===== src/rtl/commit_queue_ctrl_if.sv =====
// Rename / execute / branch-unit handshake bundle for the in-order commit queue.
interface commit_queue_ctrl_if #(
  parameter int DEPTH  = 16,
  parameter int PREG_W = 6
);
  localparam int TAG_W = $clog2(DEPTH);

  logic              rn_valid_i;
  logic              rn_rd_valid_i;
  logic [PREG_W-1:0] rn_rd_idx_i;
  logic              rn_is_branch_i;
  logic [TAG_W-1:0]  alloc_tag_o;
  logic              cq_full_o;
  logic              wb_valid_i;
  logic [TAG_W-1:0]  wb_tag_i;
  logic              br_valid_i;
  logic              br_hit_i;
  logic              p_commit_valid_o;
  logic [PREG_W-1:0] p_commit_idx_o;
  logic              cq_empty_o;

  modport master (
    output rn_valid_i, rn_rd_valid_i, rn_rd_idx_i, rn_is_branch_i,
    output wb_valid_i, wb_tag_i, br_valid_i, br_hit_i,
    input  alloc_tag_o, cq_full_o, p_commit_valid_o, p_commit_idx_o, cq_empty_o
  );

  modport slave (
    input  rn_valid_i, rn_rd_valid_i, rn_rd_idx_i, rn_is_branch_i,
    input  wb_valid_i, wb_tag_i, br_valid_i, br_hit_i,
    output alloc_tag_o, cq_full_o, p_commit_valid_o, p_commit_idx_o, cq_empty_o
  );
endinterface


===== src/rtl/commit_queue_ctrl.sv =====
// In-order commit sequencer: program-order queue with writeback tracking,
// in-order branch resolution, mispredict flush and one retirement per cycle.
module commit_queue_ctrl #(
  parameter int DEPTH  = 16,
  parameter int MAX_BR = 4,
  parameter int PREG_W = 6
) (
  input logic               clk,
  input logic               rst_ni,
  commit_queue_ctrl_if.slave cq
);
  localparam int TAG_W = $clog2(DEPTH);
  localparam int CNT_W = TAG_W + 1;
  localparam int BRC_W = $clog2(MAX_BR + 1);

  function automatic logic [DEPTH-1:0] onehot(input logic [TAG_W-1:0] tag);
    onehot      = '0;
    onehot[tag] = 1'b1;
  endfunction

  logic [TAG_W-1:0]  head_r, tail_r;
  logic [CNT_W-1:0]  count_r;
  logic [DEPTH-1:0]  valid_r, done_r, rd_valid_r, is_br_r, br_res_r;
  logic [PREG_W-1:0] rd_idx_r [DEPTH];
  logic [TAG_W-1:0]  br_fifo_r [MAX_BR];
  logic [BRC_W-1:0]  br_cnt_r;
  logic              p_commit_valid_r;
  logic [PREG_W-1:0] p_commit_idx_r;

  logic              full_s, resolve_s, flush_s, alloc_s, retire_s, br_push_s;
  logic [TAG_W-1:0]  br_tag_s, flush_off_s, flush_len_s;
  logic [CNT_W-1:0]  flush_cnt_s;
  logic [DEPTH-1:0]  wb_mask_s, res_mask_s, flush_mask_s, retire_mask_s, alloc_mask_s;
  logic [DEPTH-1:0]  done_eff_s, br_res_eff_s;
  logic [BRC_W-1:0]  br_pop_cnt_s;
  logic [TAG_W-1:0]  br_shift_s [MAX_BR];
  logic [TAG_W-1:0]  br_fifo_nxt_s [MAX_BR];

  assign full_s    = (count_r == CNT_W'(DEPTH)) || (br_cnt_r == BRC_W'(MAX_BR));
  assign resolve_s = cq.br_valid_i && (br_cnt_r != '0);
  assign br_tag_s  = br_fifo_r[0];
  assign flush_s   = resolve_s && !cq.br_hit_i;
  assign alloc_s   = cq.rn_valid_i && !full_s && !flush_s;
  assign br_push_s = alloc_s && cq.rn_is_branch_i;

  assign wb_mask_s    = (cq.wb_valid_i && valid_r[cq.wb_tag_i]) ? onehot(cq.wb_tag_i) : '0;
  assign res_mask_s   = resolve_s ? onehot(br_tag_s) : '0;
  assign alloc_mask_s = alloc_s ? onehot(tail_r) : '0;

  // Completion arriving this cycle lets the head retire at the same edge.
  assign done_eff_s   = done_r | wb_mask_s | res_mask_s;
  assign br_res_eff_s = br_res_r | res_mask_s;
  assign retire_s     = valid_r[head_r] && done_eff_s[head_r] &&
                        (!is_br_r[head_r] || br_res_eff_s[head_r]);
  assign retire_mask_s = retire_s ? onehot(head_r) : '0;

  assign flush_off_s = br_tag_s - head_r;
  assign flush_len_s = flush_off_s + TAG_W'(1);
  assign flush_cnt_s = (flush_len_s == '0) ? CNT_W'(DEPTH) : {1'b0, flush_len_s};

  // Entries whose age (offset from head) exceeds the mispredicted branch are wrong-path.
  always_comb begin
    flush_mask_s = '0;
    for (int i = 0; i < DEPTH; i++) begin
      flush_mask_s[i] = flush_s && (TAG_W'(TAG_W'(i) - head_r) > flush_off_s);
    end
  end

  assign br_pop_cnt_s = br_cnt_r - BRC_W'(resolve_s);

  // Branch-tag FIFO: pop shifts toward slot 0, push lands after the survivors.
  always_comb begin
    for (int i = 0; i < MAX_BR; i++) begin
      br_shift_s[i] = br_fifo_r[i];
    end
    for (int i = 0; i < MAX_BR - 1; i++) begin
      br_shift_s[i] = resolve_s ? br_fifo_r[i+1] : br_fifo_r[i];
    end
    for (int i = 0; i < MAX_BR; i++) begin
      br_fifo_nxt_s[i] = (br_push_s && (br_pop_cnt_s == BRC_W'(i))) ? tail_r : br_shift_s[i];
    end
  end

  // Queue state, branch FIFO and registered commit port.
  always_ff @(posedge clk or negedge rst_ni) begin
    if (!rst_ni) begin
      head_r           <= '0;
      tail_r           <= '0;
      count_r          <= '0;
      valid_r          <= '0;
      done_r           <= '0;
      rd_valid_r       <= '0;
      is_br_r          <= '0;
      br_res_r         <= '0;
      br_cnt_r         <= '0;
      p_commit_valid_r <= 1'b0;
      p_commit_idx_r   <= '0;
      for (int i = 0; i < DEPTH; i++) rd_idx_r[i] <= '0;
      for (int i = 0; i < MAX_BR; i++) br_fifo_r[i] <= '0;
    end else begin
      head_r     <= retire_s ? head_r + TAG_W'(1) : head_r;
      tail_r     <= flush_s ? br_tag_s + TAG_W'(1) : (alloc_s ? tail_r + TAG_W'(1) : tail_r);
      count_r    <= (flush_s ? flush_cnt_s : count_r + CNT_W'(alloc_s)) - CNT_W'(retire_s);
      valid_r    <= (valid_r & ~flush_mask_s & ~retire_mask_s) | alloc_mask_s;
      done_r     <= done_eff_s & ~flush_mask_s & ~retire_mask_s & ~alloc_mask_s;
      br_res_r   <= br_res_eff_s & ~flush_mask_s & ~retire_mask_s & ~alloc_mask_s;
      rd_valid_r <= (rd_valid_r & ~alloc_mask_s) | (alloc_mask_s & {DEPTH{cq.rn_rd_valid_i}});
      is_br_r    <= (is_br_r & ~alloc_mask_s) | (alloc_mask_s & {DEPTH{cq.rn_is_branch_i}});
      br_cnt_r   <= flush_s ? '0 : br_pop_cnt_s + BRC_W'(br_push_s);
      br_fifo_r  <= br_fifo_nxt_s;
      if (alloc_s) rd_idx_r[tail_r] <= cq.rn_rd_idx_i;
      p_commit_valid_r <= retire_s && rd_valid_r[head_r];
      if (retire_s && rd_valid_r[head_r]) p_commit_idx_r <= rd_idx_r[head_r];
    end
  end

  assign cq.alloc_tag_o      = tail_r;
  assign cq.cq_full_o        = full_s;
  assign cq.cq_empty_o       = (count_r == '0);
  assign cq.p_commit_valid_o = p_commit_valid_r;
  assign cq.p_commit_idx_o   = p_commit_idx_r;
endmodule


===== src/flat_wrapper.sv =====
// flat-port wrapper written by rule: the top's interface ports become plain ports
module commit_queue_ctrl_flat 
#(
  parameter int DEPTH  = 16,
  parameter int MAX_BR = 4,
  parameter int PREG_W = 6
)
  (clk, rst_ni, cq_rn_valid_i, cq_rn_rd_valid_i, cq_rn_rd_idx_i, cq_rn_is_branch_i, cq_wb_valid_i, cq_wb_tag_i, cq_br_valid_i, cq_br_hit_i, cq_alloc_tag_o, cq_cq_full_o, cq_p_commit_valid_o, cq_p_commit_idx_o, cq_cq_empty_o);
  commit_queue_ctrl_if #(.DEPTH(DEPTH), .PREG_W(PREG_W)) cq_i ();
  input logic clk;
  input logic rst_ni;
  input wire logic [$bits(cq_i.rn_valid_i)-1:0] cq_rn_valid_i;
  input wire logic [$bits(cq_i.rn_rd_valid_i)-1:0] cq_rn_rd_valid_i;
  input wire logic [$bits(cq_i.rn_rd_idx_i)-1:0] cq_rn_rd_idx_i;
  input wire logic [$bits(cq_i.rn_is_branch_i)-1:0] cq_rn_is_branch_i;
  input wire logic [$bits(cq_i.wb_valid_i)-1:0] cq_wb_valid_i;
  input wire logic [$bits(cq_i.wb_tag_i)-1:0] cq_wb_tag_i;
  input wire logic [$bits(cq_i.br_valid_i)-1:0] cq_br_valid_i;
  input wire logic [$bits(cq_i.br_hit_i)-1:0] cq_br_hit_i;
  output wire logic [$bits(cq_i.alloc_tag_o)-1:0] cq_alloc_tag_o;
  output wire logic [$bits(cq_i.cq_full_o)-1:0] cq_cq_full_o;
  output wire logic [$bits(cq_i.p_commit_valid_o)-1:0] cq_p_commit_valid_o;
  output wire logic [$bits(cq_i.p_commit_idx_o)-1:0] cq_p_commit_idx_o;
  output wire logic [$bits(cq_i.cq_empty_o)-1:0] cq_cq_empty_o;
  assign cq_i.rn_valid_i = cq_rn_valid_i;
  assign cq_i.rn_rd_valid_i = cq_rn_rd_valid_i;
  assign cq_i.rn_rd_idx_i = cq_rn_rd_idx_i;
  assign cq_i.rn_is_branch_i = cq_rn_is_branch_i;
  assign cq_i.wb_valid_i = cq_wb_valid_i;
  assign cq_i.wb_tag_i = cq_wb_tag_i;
  assign cq_i.br_valid_i = cq_br_valid_i;
  assign cq_i.br_hit_i = cq_br_hit_i;
  assign cq_alloc_tag_o = cq_i.alloc_tag_o;
  assign cq_cq_full_o = cq_i.cq_full_o;
  assign cq_p_commit_valid_o = cq_i.p_commit_valid_o;
  assign cq_p_commit_idx_o = cq_i.p_commit_idx_o;
  assign cq_cq_empty_o = cq_i.cq_empty_o;
  commit_queue_ctrl #(.DEPTH(DEPTH), .MAX_BR(MAX_BR), .PREG_W(PREG_W)) u_core (.clk(clk), .rst_ni(rst_ni), .cq(cq_i));
endmodule

===== config.mk =====
export PLATFORM = sky130hd
export DESIGN_NAME = commit_queue_ctrl_flat
export DESIGN_NICKNAME = d
export VERILOG_FILES = /design/src/rtl/commit_queue_ctrl_if.sv /design/src/rtl/commit_queue_ctrl.sv /design/src/flat_wrapper.sv
export SDC_FILE = /design/constraint.sdc
export NUM_CORES = 1
export LEC_CHECK = 0
export CAP_MARGIN = 20
export CORE_MARGIN = 3
export CORE_UTILIZATION = 55
export CTS_CLUSTER_DIAMETER = 150
export DETAILED_ROUTE_END_ITERATION = 16
export PLACE_DENSITY = 0.72
export SYNTH_ARGS = -nofsm -noshare
export SYNTH_HDL_FRONTEND = slang
export SYNTH_SLANG_ARGS = --single-unit

===== constraint.sdc =====
create_clock -name clk -period 8 [get_ports clk]
set_input_delay 1.6 -clock clk [delete_from_list [all_inputs] [get_ports clk]]
set_output_delay 1.6 -clock clk [all_outputs]
set_load 0.01 [all_outputs]

After elaboration in Yosys (flattened, before gate mapping)
Cells that the tools add are included.
{"block": "classes", "eq_ne": 5, "bitwise_logic": 23, "muxes": 41, "order_cmp": 27, "n_reduce_logical": 48, "n_addsub": 25}
{"op": "16-bit bitwise AND", "n": 12}
{"op": "96-bit bitwise mux", "n": 1}
{"op": "16-bit bitwise OR", "n": 6}
{"op": "4-bit > comparator", "n": 16}
{"op": "16-bit 2-to-1 mux", "n": 4}
{"op": "16-bit inverter", "n": 3}
{"op": "1-bit logical AND", "n": 34}
{"op": "4-bit 2-to-1 mux", "n": 8}
{"op": "4-bit subtractor, first input constant", "n": 8}
{"op": "1-bit binary-select mux with 4-bit select", "n": 6}
{"op": "6-bit binary-select mux with 4-bit select", "n": 1}
{"op": "6-bit demux with 4-bit select", "n": 1}
{"op": "4-bit by 5-bit < comparator with 1-bit output, second input constant", "n": 4}
{"op": "6-bit 2-to-1 mux", "n": 3}
{"op": "4-bit by 1-bit adder with 4-bit output, second input constant", "n": 4}
{"op": "1-bit demux with 4-bit select", "n": 4}
{"op": "4-bit by 1-bit >= comparator with 1-bit output, second input constant", "n": 4}
{"op": "3-bit by 4-bit subtractor with 4-bit output, first input constant", "n": 4}
{"op": "5-bit >= comparator, second input constant", "n": 2}
{"op": "1-bit 2-to-1 mux", "n": 10}
{"op": "5-bit 2-to-1 mux", "n": 2}
{"op": "4-bit inverter with 5-bit output", "n": 2}
{"op": "2-bit nonzero test", "n": 4}
{"op": "1-bit by 4-bit subtractor with 4-bit output, first input constant", "n": 2}
{"op": "18 further kinds", "n": 24}
{"block": "word_totals", "register_bits": 215, "elab_cells": 200, "inputBits": 18}

Depth between registers and ports, before layout
Gate-level depths: netlist of run 1.
{"block": "logic_depth", "depth_word": 15, "depth_mapped": 16, "mapped_depth_nobuf": 15}

Worst setup path before layout of run 1
Ideal clock, no wire load.
{"block": "synth_timing", "kind": "input-to-reg", "startpoint": "input port cq_br_valid_i", "endpoint": "register u_core.br_fifo_r[0] in the netlist's numbering", "path_slack_ns": 4.107, "t_required_ns": 7.875, "path_buffers": 3, "path_stages": 11, "arrival_time_ns": 3.769, "path_cell_list": "o31ai_4 inv_2 buf_6 buf_2 clkbuf_1 ha_1 ha_1 xnor2_1 nand2_1 nor3_1 mux2_2"}
{"block": "synth_between", "elab_chain_len": 6, "word_cells_on_any_way": 8, "classes_between": "add/sub (1); eq/ne (1); reduce/logical (6)"}
{"element": "start: declaration", "line_no": "flat_wrapper.sv:18", "text": "input wire logic [$bits(cq_i.br_valid_i)-1:0] cq_br_valid_i;"}
{"element": "1-bit logical AND *", "line_no": "commit_queue_ctrl.sv:40", "text": "assign resolve_s = cq.br_valid_i && (br_cnt_r != '0);"}
{"element": "parallel branches: the longest is 4 deep, another holds 3-bit by 1-bit subtractor with 3-bit output"}
{"element": "1-bit logical AND *", "line_no": "commit_queue_ctrl.sv:80", "text": "br_fifo_nxt_s[i] = (br_push_s && (br_pop_cnt_s == BRC_W'(i))) ? tail_r : br_shift_s[i];"}
{"element": "end signal: assignment", "line_no": "commit_queue_ctrl.sv:110", "text": "br_fifo_r <= br_fifo_nxt_s;"}
{"element": "end: declaration", "line_no": "commit_queue_ctrl.sv:25", "text": "logic [TAG_W-1:0] br_fifo_r [MAX_BR];"}
Mark *: on every way between the ends.
A chain may end at the register's enable or synchronous reset.

Final worst setup path of run 1
{"block": "layout_timing", "startpoint": "input port cq_br_valid_i", "endpoint": "register u_core.count_r[4]"}
{"block": "layout_between", "elab_chain_len": 8, "word_cells_on_any_way": 17, "classes_between": "add/sub (2); mux (6); bitwise (2); reduce/logical (7)"}
{"element": "1-bit logical AND *", "line_no": "commit_queue_ctrl.sv:40"}
{"element": "16-bit 2-to-1 mux *", "line_no": "commit_queue_ctrl.sv:47", "text": "assign res_mask_s = resolve_s ? onehot(br_tag_s) : '0;"}
{"element": "16-bit bitwise OR, on equally long branches", "line_no": "commit_queue_ctrl.sv:51, commit_queue_ctrl.sv:52"}
{"element": "1-bit binary-select mux with 4-bit select, on equally long branches", "line_no": "commit_queue_ctrl.sv:53, commit_queue_ctrl.sv:54"}
{"element": "1-bit 2-to-1 mux, on equally long branches", "line_no": "commit_queue_ctrl.sv:53, commit_queue_ctrl.sv:54"}
{"element": "1-bit logical AND or 1-bit logical OR (tied branches)", "line_no": "commit_queue_ctrl.sv:53, commit_queue_ctrl.sv:54"}
{"element": "1-bit logical AND *", "line_no": "commit_queue_ctrl.sv:53", "text": "assign retire_s = valid_r[head_r] && done_eff_s[head_r] &&"}
{"element": "named net u_core.retire_s", "line_no": "commit_queue_ctrl.sv:30", "text": "logic full_s, resolve_s, flush_s, alloc_s, retire_s, br_push_s;"}
{"element": "5-bit by 1-bit subtractor with 5-bit output *", "line_no": "commit_queue_ctrl.sv:103", "text": "count_r <= (flush_s ? flush_cnt_s : count_r + CNT_W'(alloc_s)) - CNT_W'(retire_s);"}
{"element": "end signal: assignment", "line_no": "commit_queue_ctrl.sv:103"}
{"element": "end: declaration", "line_no": "commit_queue_ctrl.sv:22", "text": "logic [CNT_W-1:0] count_r;"}
The timed path passes the listed nets; every way through them passes the cells marked *. The select of a mux whose other input is x is not followed.

==> summary.txt, run 1 <==
Run status
  • Status: complete, no violations

Critical path
  • Critical path peak fanout: 40
  • Critical path's top delay family: buffers and inverters
  • Crit-path cells: clkdlybuf4s50_1, o31ai_4, inv_2, nand3_1, a32oi_1, a21oi_1, a211oi_2, nand4_4, inv_2, ha_1, ha_1, o2111ai_1, xor2_1
  • Worst path max stage delay: 600 ps
  • Startpoint types: input port
  • Slowest CP cell: inv_2
  • Critical path class: input port to register
  • CP bufs+invs: 3
  • Crit path capture type: register
  • Arrival @ worst endpoint: 5320 ps
  • Critical path required time: 8380 ps

Timing
  • Final hold vios: 0
  • Final setup violation count: 0
  • Tightest Pin Transition: 1111 ps
  • Final Skew: 8.285 ps
  • Max-slew headroom: 0.2569
  • Setup_tns: 0 ps
  • Min Tclk post-route: 4933 ps
  • Final Max Tran Viols: 0
  • RSZ-0062 raised after global routing: no
  • Fmax: 0.2027 GHz
  • Final Cycle Share: 0.6167

Routing
  • Vias: 8661
  • DR iter-0 viols: 787
  • WL/cell: 21.75 um
  • First drt pass iteration count: 5
  • Final WL: 29.83 mm
  • Antenna Nets Post-Route: 0
  • Routed vias/inst: 6.317
  • # DRC: 0

Logic synthesis
  • Number of synthesized flops with an enable pin: 0
  • Avg Inst Size Synth: 11.00 sq um
  • Sequential fraction of the synthesis area: 0.4576
  • Synth Flop Type: dfrtp_1
  • Cell taking the most area after synthesis: dfrtp_1
  • FF+latch count, synth: 215
  • Syn Inst Count: 1069
  • Async S/R FF share, synth: 1.000
  • Ys Warns: 0
  • Synth Cell Area: 0.01176 sq mm
  • Syn nets: 1145
  • Synth top area share: 0.4576
  • Synth cell types: 71
  • Area contributors post-synth: dfrtp_1, mux2_2, mux4_2

Global routing
  • Remaining Overflow, GRT: 0
  • Largest net degree at the start of global routing: 91
  • Global-route wire length before repair: 47.74 mm
  • Most crowded layer after global routing: met2
  • Initial antenna violation count: 0
  • Vias in the first global route: 8352
  • Total GRT Usage: 0.2562
  • Met3 Usage GRT: 0.05680
  • Met2 Track Usage GR: 0.3880
  • Grt met1 use: 0.3772

Cells and area
  • N_diodes: 0
  • Nets@finish: 1161
  • Proportion of layout cells with a drive suffix above 1: 0.1907
  • Fin cells: 1371
  • P&R area growth vs syn: 10.48%

Place
  • Final Wtd Congestion: 0.9267
  • IO Port Bufs: 30
  • Dpl cells: 1328
  • DPL Wire Length: 19.94 mm

Floorplan
  • Io pins: 31
  • Starting density of the core: 0.5701
  • Core region area: 0.02062 sq mm
  • Chip Height: 152.2 um
  • Die ar.: 0.02317 sq mm
  • Cell Rows: 52
  • Die W: 152.2 um

Clock network
  • CTS Buf Count: 23
  • Clk_lat worst skew: 500 ps
  • CTS tree: yes
  • Clock Path Buffers: 3
  • Reg clk slew, reported paths: 60 ps
  • Post-CTS Repair Setup Buffers: 0
  • Post-cts resize count: 0
  • H-tree Lvls: 1
  • Hold-fix buffers, CTS: 0
  • CTS Sinks: 215
  • Root Buffer: clkbuf_16

Power and ir drop
  • Lkg Pwr: 5.912 nW
  • Worst VDD drop: 0.0002439 V
  • PD cells: 455.0 mW/mm^2
  • Tot Pwr: 5.911 mW

Job
  • Total of max-cap violations: 0

Min path
  • Hold Crit Class: register to register
report_power, final:
part / total, mW / switching, mW / internal (mW)
Combinational: 2.93 / 1.57 / 1.35
Sequential: 1.94 / 0.376 / 1.57
Clock: 1.04 / 0.424 / 0.618
Total: 5.91 / 2.37 / 3.54
area by class of cell:
| class | instances | area, sq um |
|---|---|---|
| Fill cell | 1651 | 7635 |
| Sequential cell | 215 | 5383 |
| Multi-Input combinational cell | 766 | 5988 |
| Tap cell | 270 | 337.8 |
| Timing Repair Buffer | 43 | 410.4 |
| Inverter | 36 | 135.1 |
| Clock buffer | 37 | 688.2 |
| Clock inverter | 4 | 47.55 |
path summary, 6_finish.rpt:
path | slack [ps] | to | start | cells after the start
worst max-delay path | 3070 | u_core.count_r[4] | cq_br_valid_i | 13
worst min-delay path | 470 | u_core.rd_idx_r[54] | u_core.rd_idx_r[54] | 2
worst max register to register | 3310 | u_core.count_r[4] | u_core.head_r[0] | 12
worst min register to register | 470 | u_core.rd_idx_r[54] | u_core.rd_idx_r[54] | 2
max in group asynchronous | 5610 | u_core.rd_idx_r[48] | rst_ni | 2
min in group asynchronous | 1080 | u_core.done_r[3] | rst_ni | 1
metrics by stage:
stage	hold slack [ps]	setup slack [ps]	util	instance area, sq um
2_1_floorplan	439.5	4107	-	11760
3_3_place_gp	453.6	2691	0.5931	12230
3_5_place_dp	459.1	2605	0.5931	12230
4_1_cts	474.9	3136	0.6287	12970
5_1_grt	495.7	2840	0.6298	12990
6_report	474.4	3067	0.6298	12990
layout by cell type, fill, tap and decap left out, drive strengths merged, types with 8 or more instances in the layout:
master | netlist | layout
dfrtp | 215 | 215
nand2 | 197 | 197
mux2 | 100 | 100
nor2 | 68 | 68
ha | 56 | 56
mux4 | 40 | 40
clkbuf | 21 | 37
inv | 34 | 34
clkdlybuf4s50 | 0 | 29
a21oi | 28 | 28
o211ai | 27 | 27
nor3 | 22 | 22
a31oi | 21 | 21
xnor2 | 16 | 16
o21ai | 16 | 16
nand3 | 16 | 16
and3 | 15 | 15
buf | 31 | 14
xor2 | 13 | 13
a311oi | 13 | 13
a21o | 12 | 12
nor2b | 11 | 11
mux2i | 10 | 10
a311o | 9 | 9
nor4 | 9 | 9
and2 | 8 | 8
worst register-to-register path, stage by stage, from the launching register on:
cell and delay [ps]:
dfrtp_2 820, buf_4 630, clkinv_1 590, nor2_1 540, o21ai_0 160, o2111a_1 190, o21ai_0 150, nand4_4 480
inv_2 300, ha_1 220, ha_1 200, o2111ai_1 130, xor2_1 170
kinds of logic after synthesis:
kind of cell / synth area share
and+or+nand+nor: 0.1455
DFF: 0.4576
AOI/OAI and AO/OA: 0.09599
muxes: 0.1828
buffers and inverters: 0.03352
adders and majority gates: 0.06300
xor gates and xnor gates: 0.02160
synth_stat cells, types with 2 or more instances:
| library cell | count |
|---|---|
| dfrtp_1 | 215 |
| nand2_1 | 197 |
| mux2_2 | 94 |
| nor2_1 | 66 |
| ha_1 | 56 |
| mux4_2 | 40 |
| inv_1 | 32 |
| a21oi_1 | 28 |
| o211ai_1 | 27 |
| a31oi_1 | 21 |
| clkbuf_1 | 21 |
| nor3_1 | 21 |
| buf_2 | 18 |
| nand3_1 | 16 |
| o21ai_0 | 16 |
| xnor2_1 | 16 |
| and3_1 | 15 |
| xor2_1 | 13 |
| a21o_1 | 12 |
| a311oi_1 | 12 |
| nor2b_1 | 11 |
| mux2i_1 | 10 |
| a311o_1 | 9 |
| nor4_1 | 8 |
| and2_1 | 7 |
| nand2b_1 | 7 |
| buf_1 | 6 |
| mux2_4 | 6 |
| a211o_1 | 5 |
| buf_6 | 4 |
| nand4_1 | 4 |
| o221ai_1 | 4 |
| a31o_2 | 3 |
| buf_4 | 3 |
| nand3b_1 | 3 |
| and3b_1 | 2 |
| clkinv_1 | 2 |
| fa_1 | 2 |
| inv_2 | 2 |
| nand4b_1 | 2 |
| nor2_2 | 2 |
| o2111ai_1 | 2 |
metal layers:
layer / part of all wire / routed length, um
met5: 0 / 0
met4: 0.029 / 869
met3: 0.080 / 2385
met2: 0.45 / 13530
met1: 0.44 / 13040
Note: power is estimated with default switching activity, not from simulation.
==> run 2, diff against run 1 <==
==> constraint.sdc (replaced) <==
create_clock -name clk -period 4.85 [get_ports clk]
set_input_delay 0.97 -clock clk [delete_from_list [all_inputs] [get_ports clk]]
set_output_delay 0.97 -clock clk [all_outputs]
set_load 0.01 [all_outputs]
==> run 2 against run 1 <==
Against the previous run:
- sequential power grew 65%
- critical endpoint unchanged
- largest power group unchanged
- sequential cell count stayed put
- design area grew 0.66%
- largest cell class unchanged
- critical path type is now register to register
==> summary.txt, run 2 (synthesis gave the netlist of run 1 again) <==
Floorplan
  • Die ar.: 0.02317 sq mm (unchanged)
  • Core region area: 0.02062 sq mm (unchanged)
  • Io pins: 31 (unchanged)
  • Starting density of the core: 0.5701 (unchanged)
  • Chip Height: 152.2 um (unchanged)
  • Cell Rows: 52 (unchanged)
  • Die W: 152.2 um (unchanged)

Routing
  • Vias: 8784 (was 8661)
  • # DRC: 0 (unchanged)
  • Antenna Nets Post-Route: 0 (unchanged)
  • DR iter-0 viols: 699 (was 787)
  • Final WL: 30.61 mm (was 29.83 mm)
  • First drt pass iteration count: 5 (unchanged)
  • WL/cell: 22.19 um (was 21.75 um)
  • Routed vias/inst: 6.370 (was 6.317)

Critical path
  • Startpoint types: register (was input port)
  • FF-to-FF End: u_core.count_r[4] (unchanged)
  • Reg-to-reg startpoint: u_core.head_r[0] (unchanged)
  • Crit. Startpoint: u_core.head_r[0] (was cq_br_valid_i)
  • Reg2Reg Depth: 14 (was 12)
  • Arrival @ worst endpoint: 4160 ps (was 5320 ps)
  • Worst path max stage delay: 810 ps (was 600 ps)
  • Slowest CP cell: dfrtp_2 (was inv_2)
  • Critical path peak fanout: 18 (was 40)
  • R2r setup slk: 1070 ps (was 3310 ps)
  • Critical path class: register to register (was input port to register)
  • Critical path required time: 5240 ps (was 8380 ps)
  • Crit path capture type: register (unchanged)
  • Crit-path most repeated cell: ha_1
  • Crit-path cells: ha_1, inv_1, fa_1, xor2_1, inv_1, nor3_1, xnor2_1, nor2_1, nor3_1, a21oi_1, ha_1, ha_1, o2111ai_1, xor2_1 (was clkdlybuf4s50_1, o31ai_4, inv_2, nand3_1, a32oi_1, a21oi_1, a211oi_2, nand4_4, inv_2, ha_1, ha_1, o2111ai_1, xor2_1)

Place
  • DP Worst Slack: 766.9 ps (was 2605 ps)
  • DPL Wire Length: 20.32 mm (was 19.94 mm)
  • IO Port Bufs: 30 (unchanged)
  • Final Wtd Congestion: 0.9135 (was 0.9267)

Timing
  • Final Skew: 10.04 ps (was 8.285 ps)
  • Final setup violation count: 0 (unchanged)
  • Fmax: 0.2649 GHz
  • Max-slew headroom: 0.3392 (was 0.2569)
  • Min Tclk post-route: 3775 ps
  • RSZ-0062 raised after global routing: no (unchanged)
  • Final worst slack: 1075 ps (was 3067 ps)
  • Final hold vios: 0 (unchanged)
  • Final Max Tran Viols: 0 (unchanged)
  • Final Cycle Share: 0.7784
  • Setup_tns: 0 ps (unchanged)
  • Tightest Pin Transition: 991.2 ps (was 1111 ps)

Clock network
  • CTS Buf Count: 24 (was 23)
  • CTS tree: yes (unchanged)
  • Hold-fix buffers, CTS: 0 (unchanged)
  • H-tree Lvls: 1 (unchanged)
  • CTS Sinks: 215 (unchanged)
  • Post-cts resize count: 0 (unchanged)
  • Root Buffer: clkbuf_16 (unchanged)
  • Clk_lat worst skew: 510 ps (was 500 ps)
  • Reg clk slew, reported paths: 60 ps (about the same)
  • Post-CTS Repair Setup Buffers: 0 (unchanged)
  • Clock Path Buffers: 3 (unchanged)

Power and ir drop
  • Reg power frac: 0.324 (was 0.329)
  • Switching Share: 0.4035 (was 0.4016)
  • Worst VDD drop: 0.0003773 V (was 0.0002439 V)
  • Clk pwr share: 0.180 (was 0.176)
  • PD cells: 756.4 mW/mm^2 (was 455.0 mW/mm^2)
  • Int Pwr: 5.900 mW (was 3.537 mW)
  • Sw Pwr: 3.991 mW (was 2.374 mW)
  • Combinational share of power: 0.496 (was 0.495)
  • Lkg Pwr: 5.966 nW (was 5.912 nW)

Global routing
  • Vias in the first global route: 8925 (was 8352)
  • Total GRT Usage: 0.2649 (was 0.2562)
  • Largest net degree at the start of global routing: 120 (was 91)
  • Remaining Overflow, GRT: 0 (unchanged)
  • Initial antenna violation count: 0 (unchanged)
  • Global-route wire length before repair: 49.55 mm (was 47.74 mm)

Min path
  • Hold Crit Class: register to register (unchanged)
  • Worst hold stages: 2 (unchanged)

Cells and area
  • Proportion of layout cells with a drive suffix above 1: 0.1984 (was 0.1907)
  • Most frequent cells in the layout: dfrtp_1, nand2_1, mux2_2 (unchanged)
  • P&R area growth vs syn: 11.22% (was 10.48%)
  • N_diodes: 0 (unchanged)
  • Commonest non-fill, non-tap cell in the layout: dfrtp_1 (unchanged)
  • Nets@finish: 1167 (was 1161)

Job
  • Total of max-cap violations: 0 (unchanged)

Run status
  • Status: complete, no violations (unchanged)
==> run 2: cell count changes in the layout (fill, tap and decap cells not counted), sizes merged <==
| cell | change |
|---|---|
| buf | +5 |
| clkinv | +5 |
| clkbuf | -2 |
==> run 2: final cells by class <==
type                       count  area (sq um)
sequential                   215          5383
inverter                      36         135.1
clock inverter                 9         76.32
multi-input combinational    766          5988
fill                        1616          7548
clock buffer                  35         703.2
timing repair buffer          48         452.9
tap                          270         337.8
==> run 2: power groups by stage <==
| stage | Combinational (mW) | Clock, mW | Sequential (mW) |
|---|---|---|---|
| final | 4.90 | 1.78 | 3.20 |
| after global routing | 5.47 | 1.89 | 3.29 |
| after CTS | 4.88 | 1.81 | 3.18 |
| after detailed placement | 4.84 | 0 | 3.20 |
| after global placement | 4.68 | 0 | 3.16 |
| after floorplan | 3.82 | 0 | 2.92 |
==> run 2: how the worst max path moves through the flow <==
stage	endpoint	depth (start not counted)
floorplan	u_core.count_r[4]	13
global route	u_core.count_r[4]	14
global placement	u_core.count_r[4]	13
detailed placement	u_core.count_r[4]	13
finish	u_core.count_r[4]	14
CTS	u_core.count_r[4]	14
==> run 2: critical path, delay by kind of cell (launching register included) <==
kind            cells  cell delay [ps]
simple gates        3              450
buf+inv             2              350
compound gates      2              300
xor+xnor            3              590
flops               1              810
fa+ha+maj           4             1150
==> run 2: per-stage QoR <==
stage               power (mW)  utilization  cells  hold slack, ps  cell area, sq um
finish                   9.891       0.6340   1379           472.9             13080
global route             10.65       0.6340   1379           493.8             13080
CTS                      9.864       0.6340   1379           473.5             13080
detailed placement       8.033       0.5962   1335           459.2             12300
global placement         7.845       0.5962   1335           453.8             12300
floorplan                6.744            -   1069           439.5             11760
==> run 2: per-layer routing <==
metal | global-route usage | wire length [um]
met1 | 0.3801 | 13190
met4 | 0.08390 | 1129
met2 | 0.4096 | 13940
met3 | 0.05510 | 2354
met5 | 0 | 0
